`src/rtl/mandel_pkg.sv`:
```
// Shared sizes, slot-state encoding and per-pixel tag bundle for the depth scheduler.
package mandel_pkg;

    localparam int unsigned X_SIZE  = 640;
    localparam int unsigned Y_SIZE  = 480;
    localparam int unsigned DEPTH_W = 10;
    localparam int unsigned X_W     = 10;
    localparam int unsigned Y_W     = 9;

    typedef enum logic [1:0] {
        IDLE = 2'd0,
        BUSY = 2'd1,
        DONE = 2'd2
    } slot_state_e;

    // Position tags captured at dispatch and replayed with the result
    typedef struct packed {
        logic sof;
        logic eol;
        logic last;
    } pix_tag_t;

endpackage

```
`src/rtl/pixel_scheduler_if.sv`:
```
// Engine start/done bus plus the result stream towards the packer.
interface pixel_scheduler_if #(
    parameter int unsigned N_ENG   = 4,
    parameter int unsigned DEPTH_W = mandel_pkg::DEPTH_W
);
    import mandel_pkg::*;

    logic [N_ENG-1:0]         eng_start;
    logic [X_W-1:0]           eng_x;
    logic [Y_W-1:0]           eng_y;
    logic [N_ENG-1:0]         eng_done;
    logic [N_ENG*DEPTH_W-1:0] eng_depth;
    logic                     out_valid;
    logic                     out_ready;
    logic [DEPTH_W-1:0]       out_depth;
    logic                     out_sof;
    logic                     out_eol;

    modport master (
        output eng_start, eng_x, eng_y, out_valid, out_depth, out_sof, out_eol,
        input  eng_done, eng_depth, out_ready
    );

    modport slave (
        input  eng_start, eng_x, eng_y, out_valid, out_depth, out_sof, out_eol,
        output eng_done, eng_depth, out_ready
    );

endinterface

```
`src/rtl/pixel_scheduler_raster_counter.sv`:
```
// Raster position counter: x runs fastest, whole frame wraps back to (0,0).
module raster_counter #(
    parameter int unsigned X_SIZE = mandel_pkg::X_SIZE,
    parameter int unsigned Y_SIZE = mandel_pkg::Y_SIZE
) (
    input  logic                     out_stream_aclk,
    input  logic                     reset,
    input  logic                     advance,
    output logic [mandel_pkg::X_W-1:0] x,
    output logic [mandel_pkg::Y_W-1:0] y,
    output logic                     sof,
    output logic                     eol,
    output logic                     wrap
);
    import mandel_pkg::*;

    always_ff @(posedge out_stream_aclk or posedge reset) begin
        if (reset) begin
            x <= '0;
            y <= '0;
        end else if (advance) begin
            if (eol) begin
                x <= '0;
                y <= wrap ? '0 : y + Y_W'(1);
            end else begin
                x <= x + X_W'(1);
            end
        end
    end

    assign sof  = (x == '0) && (y == '0);
    assign eol  = (x == X_W'(X_SIZE - 1));
    assign wrap = eol && (y == Y_W'(Y_SIZE - 1));

endmodule

```
`src/rtl/pixel_scheduler.sv`:
```
// Round-robin pixel dispatcher over N_ENG depth engines with in-order result retirement.
module pixel_scheduler #(
    parameter int unsigned N_ENG   = 4,
    parameter int unsigned X_SIZE  = mandel_pkg::X_SIZE,
    parameter int unsigned Y_SIZE  = mandel_pkg::Y_SIZE,
    parameter int unsigned DEPTH_W = mandel_pkg::DEPTH_W
) (
    input  logic              out_stream_aclk,
    input  logic              reset,
    input  logic              enable,
    pixel_scheduler_if.master bus,
    output logic              frame_done,
    output logic              busy
);
    import mandel_pkg::*;

    localparam int unsigned PTR_W = (N_ENG > 1) ? $clog2(N_ENG) : 1;

    slot_state_e        slot_q  [N_ENG];
    slot_state_e        slot_d  [N_ENG];
    logic [DEPTH_W-1:0] depth_q [N_ENG];
    logic [DEPTH_W-1:0] depth_d [N_ENG];
    pix_tag_t           tag_q   [N_ENG];
    pix_tag_t           tag_d   [N_ENG];

    logic [PTR_W-1:0] dp_q, dp_d, rp_q, rp_d;
    logic [N_ENG-1:0] start_q, start_d;
    logic [X_W-1:0]   ex_q;
    logic [Y_W-1:0]   ey_q;
    logic             valid_c, dispatch_c, retire_c;

    logic [X_W-1:0] r_x;
    logic [Y_W-1:0] r_y;
    logic           r_sof, r_eol, r_wrap;

    raster_counter #(.X_SIZE(X_SIZE), .Y_SIZE(Y_SIZE)) u_raster (
        .out_stream_aclk (out_stream_aclk),
        .reset           (reset),
        .advance         (dispatch_c),
        .x               (r_x),
        .y               (r_y),
        .sof             (r_sof),
        .eol             (r_eol),
        .wrap            (r_wrap)
    );

    function automatic logic [PTR_W-1:0] ptr_inc(input logic [PTR_W-1:0] p);
        return (p == PTR_W'(N_ENG - 1)) ? '0 : p + PTR_W'(1);
    endfunction

    assign valid_c    = (slot_q[rp_q] == DONE);
    assign dispatch_c = enable && (slot_q[dp_q] == IDLE);
    assign retire_c   = valid_c && bus.out_ready;

    // Slot next-state: done capture, in-order retire, round-robin dispatch
    always_comb begin
        slot_d  = slot_q;
        depth_d = depth_q;
        tag_d   = tag_q;
        dp_d    = dp_q;
        rp_d    = rp_q;
        start_d = '0;
        for (int k = 0; k < int'(N_ENG); k++) begin
            if (bus.eng_done[k] && (slot_q[k] == BUSY)) begin
                slot_d[k]  = DONE;
                depth_d[k] = bus.eng_depth[k*DEPTH_W +: DEPTH_W];
            end
        end
        if (retire_c) begin
            slot_d[rp_q] = IDLE;
            rp_d         = ptr_inc(rp_q);
        end
        // Dispatch only sees slots already IDLE, so a slot retired now waits a cycle
        if (dispatch_c) begin
            slot_d[dp_q]     = BUSY;
            tag_d[dp_q].sof  = r_sof;
            tag_d[dp_q].eol  = r_eol;
            tag_d[dp_q].last = r_wrap;
            start_d[dp_q]    = 1'b1;
            dp_d             = ptr_inc(dp_q);
        end
    end

    always_ff @(posedge out_stream_aclk or posedge reset) begin
        if (reset) begin
            for (int k = 0; k < int'(N_ENG); k++) begin
                slot_q[k]  <= IDLE;
                depth_q[k] <= '0;
                tag_q[k]   <= '0;
            end
            dp_q    <= '0;
            rp_q    <= '0;
            start_q <= '0;
            ex_q    <= '0;
            ey_q    <= '0;
        end else begin
            slot_q  <= slot_d;
            depth_q <= depth_d;
            tag_q   <= tag_d;
            dp_q    <= dp_d;
            rp_q    <= rp_d;
            start_q <= start_d;
            if (dispatch_c) begin
                ex_q <= r_x;
                ey_q <= r_y;
            end
        end
    end

    always_comb begin
        busy = 1'b0;
        for (int k = 0; k < int'(N_ENG); k++) begin
            if (slot_q[k] != IDLE) busy = 1'b1;
        end
    end

    assign bus.eng_start = start_q;
    assign bus.eng_x     = ex_q;
    assign bus.eng_y     = ey_q;
    assign bus.out_valid = valid_c;
    assign bus.out_depth = depth_q[rp_q];
    assign bus.out_sof   = tag_q[rp_q].sof;
    assign bus.out_eol   = tag_q[rp_q].eol;
    assign frame_done    = retire_c && tag_q[rp_q].last;

endmodule

```
`src/flat_wrapper.sv`:
```
// flat-port wrapper written by rule: the top's interface ports become plain ports
module pixel_scheduler_flat import mandel_pkg::*;
#(
    parameter int unsigned N_ENG   = 4,
    parameter int unsigned X_SIZE  = mandel_pkg::X_SIZE,
    parameter int unsigned Y_SIZE  = mandel_pkg::Y_SIZE,
    parameter int unsigned DEPTH_W = mandel_pkg::DEPTH_W
)
  (out_stream_aclk, reset, enable, frame_done, busy, bus_eng_start, bus_eng_x, bus_eng_y, bus_out_valid, bus_out_depth, bus_out_sof, bus_out_eol, bus_eng_done, bus_eng_depth, bus_out_ready);
  pixel_scheduler_if #(.N_ENG(N_ENG), .DEPTH_W(DEPTH_W)) bus_i ();
  input  logic out_stream_aclk;
  input  logic reset;
  input  logic enable;
  output logic frame_done;
  output logic busy;
  output wire logic [$bits(bus_i.eng_start)-1:0] bus_eng_start;
  output wire logic [$bits(bus_i.eng_x)-1:0] bus_eng_x;
  output wire logic [$bits(bus_i.eng_y)-1:0] bus_eng_y;
  output wire logic [$bits(bus_i.out_valid)-1:0] bus_out_valid;
  output wire logic [$bits(bus_i.out_depth)-1:0] bus_out_depth;
  output wire logic [$bits(bus_i.out_sof)-1:0] bus_out_sof;
  output wire logic [$bits(bus_i.out_eol)-1:0] bus_out_eol;
  input wire logic [$bits(bus_i.eng_done)-1:0] bus_eng_done;
  input wire logic [$bits(bus_i.eng_depth)-1:0] bus_eng_depth;
  input wire logic [$bits(bus_i.out_ready)-1:0] bus_out_ready;
  assign bus_eng_start = bus_i.eng_start;
  assign bus_eng_x = bus_i.eng_x;
  assign bus_eng_y = bus_i.eng_y;
  assign bus_out_valid = bus_i.out_valid;
  assign bus_out_depth = bus_i.out_depth;
  assign bus_out_sof = bus_i.out_sof;
  assign bus_out_eol = bus_i.out_eol;
  assign bus_i.eng_done = bus_eng_done;
  assign bus_i.eng_depth = bus_eng_depth;
  assign bus_i.out_ready = bus_out_ready;
  pixel_scheduler #(.N_ENG(N_ENG), .X_SIZE(X_SIZE), .Y_SIZE(Y_SIZE), .DEPTH_W(DEPTH_W)) u_core (.out_stream_aclk(out_stream_aclk), .reset(reset), .enable(enable), .bus(bus_i), .frame_done(frame_done), .busy(busy));
endmodule
```
`config.mk`:
```
export PLATFORM = sky130hd
export DESIGN_NAME = pixel_scheduler_flat
export DESIGN_NICKNAME = d
export VERILOG_FILES = /design/src/rtl/mandel_pkg.sv /design/src/rtl/pixel_scheduler_if.sv /design/src/rtl/pixel_scheduler_raster_counter.sv /design/src/rtl/pixel_scheduler.sv /design/src/flat_wrapper.sv
export SDC_FILE = /design/constraint.sdc
export NUM_CORES = 1
export LEC_CHECK = 0
export CORE_MARGIN = 2
export CORE_UTILIZATION = 25
export CTS_CLUSTER_DIAMETER = 60
export DETAILED_ROUTE_END_ITERATION = 16
export HOLD_SLACK_MARGIN = 0.15
export PLACE_DENSITY_LB_ADDON = 0.15
export SYNTH_ARGS = -nofsm -noshare
export SYNTH_HDL_FRONTEND = slang
export SYNTH_HIERARCHICAL = 1
export SYNTH_SLANG_ARGS = --single-unit
```
`constraint.sdc`:
```
create_clock -name out_stream_aclk -period 3.15 [get_ports out_stream_aclk]
set_input_delay 0.63 -clock out_stream_aclk [delete_from_list [all_inputs] [get_ports out_stream_aclk]]
set_output_delay 0.63 -clock out_stream_aclk [all_outputs]
set_load 0.05 [all_outputs]
```
# After elaboration in Yosys (flattened, before gate mapping)
# Index checks and enable logic that the tools add are counted.
[word_totals]
regBits = 106
out_inout_bits = 38
elab_cells = 115
[op_classes]
n_bitwise = 7
magnitude_cmp = 6
n_addsub = 4
n_eq_ne = 9
reduce_logical = 20
mux = 42
[op_table]
columns = ["cell", "count"]
rows = [
  ["bitwise mux 12 bit", 3],
  ["2-to-1 mux 10 bit", 3],
  ["2-to-1 mux 2 bit", 13],
  ["binary-select mux 10 bit (select 2 bit)", 1],
  ["demux 3 bit (select 2 bit)", 3],
  ["2-to-1 mux 8 bit", 2],
  ["logical AND 1 bit", 12],
  ["adder 10 x 1 -> 10 bit, second input constant", 1],
  ["== test 10 bit, second input constant", 1],
  ["zero test 10 bit", 1],
  ["adder 9 x 1 -> 9 bit, second input constant", 1],
  ["== test 9 bit, second input constant", 1],
  ["zero test 9 bit", 1],
  ["2-to-1 mux 3 bit", 3],
  ["2-to-1 mux 9 bit", 1],
  ["AND 8 bit", 1],
  ["binary-select mux 2 bit (select 2 bit)", 2],
  ["demux 2 bit (select 2 bit)", 2],
  ["== test 2 x 1 -> 1 bit, second input constant", 4],
  ["inverter 8 bit", 1],
  ["nonzero test 2 bit", 4],
  ["binary-select mux 3 bit (select 2 bit)", 1],
  ["== test 2 bit, second input constant", 3],
  ["greater-or-equal comparator 3 bit, second input constant", 2],
  ["other kinds (13)", 21],
]

# Longest topological paths before layout
[depth]
word_depth = 10
depth_mapped = 9
mapped_depth_nobuf = 7

# Modules after synthesis
# Netlist, hierarchy kept.
[by_module_without_submodules]
columns = ["module", "n_inst", "area_per_inst_um2", "cells_per_inst", "seq_area_each_um2"]
rows = [
  ["pixel_scheduler", 1, 3816.2, 244, 2177.1],
  ["raster_counter", 1, 1003.5, 107, 475.5],
]

# Worst setup path after synthesis
# No wires, ideal clock.
[synth_path]
path_type = "register -> output"
start = "register u_core.rp_q[0]"
end = "output port frame_done"
stages_incl_launch_ff = 6
path_slack_ns = 0.346
n_path_buf = 2
t_arrival_ns = 2.174
cell_sequence = "dfrtp_1 clkbuf_1 inv_1 mux4_2 clkbuf_1 and3_1"
[synth_via]
elab_chain_cells = 7
[synth_rtl]
columns = ["element", "line_no", "rtl"]
rows = [
  ["from (decl)", "pixel_scheduler.sv:26", "logic [PTR_W-1:0] dp_q, dp_d, rp_q, rp_d;"],
  ["from (signal assigned)", "pixel_scheduler.sv:101", "rp_q <= rp_d;"],
  ["inverter 2 -> 3 bit (implied by the code)", "pixel_scheduler.sv:51", "assign valid_c = (slot_q[rp_q] == DONE);"],
  ["binary-select mux 2 bit (select 2 bit)", "pixel_scheduler.sv:51", ""],
  ["2-to-1 mux 2 bit (implied by the code) (2 in series)", "pixel_scheduler.sv:51", ""],
  ["== test 2 bit", "pixel_scheduler.sv:51", ""],
  ["named net bus_out_valid", "flat_wrapper.sv:19", "output wire logic [$bits(bus_i.out_valid)-1:0] bus_out_valid;"],
  ["logical AND 1 bit", "pixel_scheduler.sv:53", "assign retire_c = valid_c && bus.out_ready;"],
  ["logical AND 1 bit", "pixel_scheduler.sv:124", "assign frame_done = retire_c && tag_q[rp_q].last;"],
  ["to (decl)", "flat_wrapper.sv:14", "output logic frame_done;"],
]
# The timed path passes the listed nets, and every way through them passes these cells. The select of a mux whose other input is x is not followed.

# Worst setup path after layout
[layout_path]
start = "register u_core/slot_q[0] (netlist bit)"
end = "output port busy"
[layout_via]
elab_chain_cells = 2
[layout_rtl]
columns = ["element", "line_no", "rtl"]
rows = [
  ["from (decl)", "pixel_scheduler.sv:19", "slot_state_e slot_q [N_ENG];"],
  ["from (signal assigned)", "pixel_scheduler.sv:97", "slot_q <= slot_d;"],
  ["nonzero test 2 bit", "pixel_scheduler.sv:113", "if (slot_q[k] != IDLE) busy = 1'b1;"],
  ["2-to-1 mux 1 bit", "pixel_scheduler.sv:113", ""],
  ["to (decl)", "flat_wrapper.sv:15", "output logic busy;"],
]
# Every way passes these cells.

==> metrics.txt <==
status=completed; die area=20,400 um^2; Num CTS Buffers=9; via-per-instance ratio=4.44; Post-CTS Setup Repair Bufs=0; Leak=around 0.0027 uW; GPL Wtd Cong=0.733; Crit. End Element=output pin; MaxCap Viol Count=0; WL final=11,400 um; Clock Sinks=106; Final Critical Period=slightly below 3 ns; ys flop type=dfrtp_1; DR iter-0 viols=~160; clk_lat worst skew=around 0.35 ns; Ports=86; max-slew violations=0; post-synthesis net count=411; EDFF count, synth=0; Initial DRT Pass Iterations=4; Max rail drop VDD=0.334 mV; cts hold-fix bufs=0; CTS Buffer Depth=2; Yosys warnings=6; CP Data Required Time=2.52 ns; Inst Count DP=694; number of diodes=0; HPWL Detailed=8020 um; FMAX=about 340 MHz; Max-slew headroom=37.6%; final core utilization=between 30% and 40%; number of global-route vias before repair=3,307; Initial Util=approximately a quarter; Post-CTS Resized=0; layout cells sized above 1=26.2%; final hold violations=0; largest net degree at the start of global routing=between 40 and 50; crit path cell chain=or2_1, or4_1, clkdlybuf4s50_1; HP Class=register to register; initial antenna violation count=0; DR vias=3,149; Die H=143 um; setup TNS=0 ns; ANT nets after route=0; Area Overhead vs Synth=30.3%; PwrDens=893 nW/um^2; global router's overall resource usage=about an eighth; Post-Syn Area=about 4800 um^2; first-pass GRT wire length=18,600 um; Worst path max stage delay=0.72 ns; CTS clock-pin slew for the worst setup and hold paths=approximately 0.08 ns; routed len/inst=between 15 and 20 um; Core Region=18,800 um^2; nets=a little over 500; clock root buffer=clkbuf_16; I/O Buffers=85; synthesized area per cell=13.7 um^2; Clock Skew=roughly 0.0073 ns; Post-Syn Instances=351; final setup violation count=0; RSZ-0062 raised after global routing=false; critical path class=register to output pin; Final Cycle Share=92.6%; crit path max-delay cell type=clkdlybuf4s50_1; H-tree depth=3; gr ovfl total=0; Hold WS=slightly below 0.5 ns; part of the Yosys area used for sequential elements=55.0%; #FFs+latches synth=106; Place WS=about 0.43 ns; Residual DRC=0; Die Wd=143 um; Final WS setup=0.233 ns; critical path data arrival time=2.29 ns; TritonCTS clock tree=yes; Worst-Margin Slew=0.933 ns; CP startpoint kind=register; Non-Filler Instances=710; fill count=1,868; asr flop ratio synth=100%; Rows=50; Netlist cell types=40; crit-path max FO=5
## path summary, 6_finish.rpt
path,startpoint,endpoint,slack [ns],cells after the start
max,u_core/slot_q[0]$_DFF_PP0_,busy,0.23,3
min,u_core/bus.eng_y[0]$_DFFE_PP0P_,u_core/bus.eng_y[0]$_DFFE_PP0P_,0.49,1
max reg2reg,u_core/slot_q[2]$_DFF_PP0_,u_core/u_raster/x[9]$_DFFE_PP0P_,0.44,8
min reg2reg,u_core/bus.eng_y[0]$_DFFE_PP0P_,u_core/bus.eng_y[0]$_DFFE_PP0P_,0.49,1
max in group asynchronous,reset,u_core/u_raster/x[2]$_DFFE_PP0P_,1.91,2
min in group asynchronous,reset,u_core/bus.eng_x[9]$_DFFE_PP0P_,0.74,3
## critical path, delay by kind of cell, from the launching register on
family / cells / cell delay (ns)
and+or+nand+nor: 2 / 0.79
buffers and inverters: 1 / 0.72
DFF: 1 / 0.42
## layout make-up
type,instances,area (um^2),area share [%]
clock buffers,9,225,3.59
clock inverters,7,58.8,0.936
repair buffers,94,908,14.5
flip-flops and latches,106,2650,42.2
inverters,13,50.0,0.797
multi-input cells,221,2060,32.8
well taps,260,325,5.18
## power breakdown
part,leakage [uW],switching (uW),total (uW),internal [uW]
logic,0.00118,1400,2470,1080
registers,0.00135,266,2030,1770
clock network,0.000139,549,1100,551
## sequential cells by signal (all words and copies together) (netlist names)
signal                cells
u_core/u_raster/x        10
u_core/rp_q               2
u_core/bus.eng_x         10
u_core/tag_q             12
u_core/slot_q             8
u_core/u_raster/y         9
u_core/dp_q               2
u_core/bus.eng_y          9
u_core/bus.eng_start      4
u_core/depth_q           40
## layer usage
| layer | up-vias | share of wire, % | routed length, um | global-route usage (%) |
|---|---|---|---|---|
| li1 | 1470 | - | - | - |
| met1 | 1612 | 48 | 5490 | 16.8 |
| met2 | 54 | 46 | 5220 | 17.8 |
| met3 | 13 | 4.6 | 528 | 2.92 |
| met4 | 0 | 1.7 | 199 | 5.21 |
| met5 | - | 0 | 0 | 0 |
## placed cells by master, fill, tap and decap left out, types with 2 or more instances in the layout
cell	Yosys	final
a211oi_1	4	4
a21oi_1	9	9
a31o_2	4	4
and3_1	2	2
and4_1	2	2
buf_12	0	2
buf_4	0	21
clkbuf_16	0	9
clkdlybuf4s50_1	0	71
clkinv_2	0	2
dfrtp_1	106	106
ha_1	12	12
inv_1	13	12
inv_6	0	3
mux2_1	20	20
mux2_2	53	53
mux4_2	15	15
nand2_1	14	14
nand3_1	14	14
nand3b_1	4	4
nand4_1	6	6
nor2_1	9	9
nor2_4	4	4
nor2b_1	4	4
nor4_1	2	2
nor4b_1	2	2
o21ai_0	14	14
or2_1	3	3
or3_1	5	5
xnor2_1	6	6
xor2_1	2	2
## cells in the mapped netlist, types with 3 or more instances
cell type	count	area, um^2
a211oi_1	4	30.0
a21oi_1	9	45.0
a31o_2	4	35.0
clkbuf_1	7	26.3
dfrtp_1	106	2650
ha_1	12	150
inv_1	13	48.8
mux2_1	20	225
mux2_2	53	597
mux4_2	15	338
nand2_1	14	52.6
nand3_1	14	70.1
nand3b_1	4	30.0
nand4_1	6	37.5
nor2_1	9	33.8
nor2_4	4	45.0
nor2b_1	4	25.0
o21ai_0	14	70.1
or2_1	3	18.8
or3_1	5	31.3
xnor2_1	6	52.6
## stage by stage
step / total power (uW) / area (um^2)
finish: 5610 / 6280
CTS: 5700 / 6280
global route: 5960 / 6280
detailed placement: 4570 / 6000
global placement: 4530 / 6000
floorplan: 3830 / 4820
## cell families after synthesis
| logic type | count (synthesis) | synth area share (%) |
|---|---|---|
| multiplexers | 88 | 24.1 |
| AO/OA/AOI/OAI | 33 | 4.08 |
| XOR/XNOR | 8 | 1.45 |
| adder cells (fa/ha/maj) | 12 | 3.12 |
| AND/OR/NAND/NOR | 80 | 10.0 |
| flip-flops | 106 | 55.0 |
| buffers and inverters | 24 | 2.23 |
(Power assumes the default switching activity.)
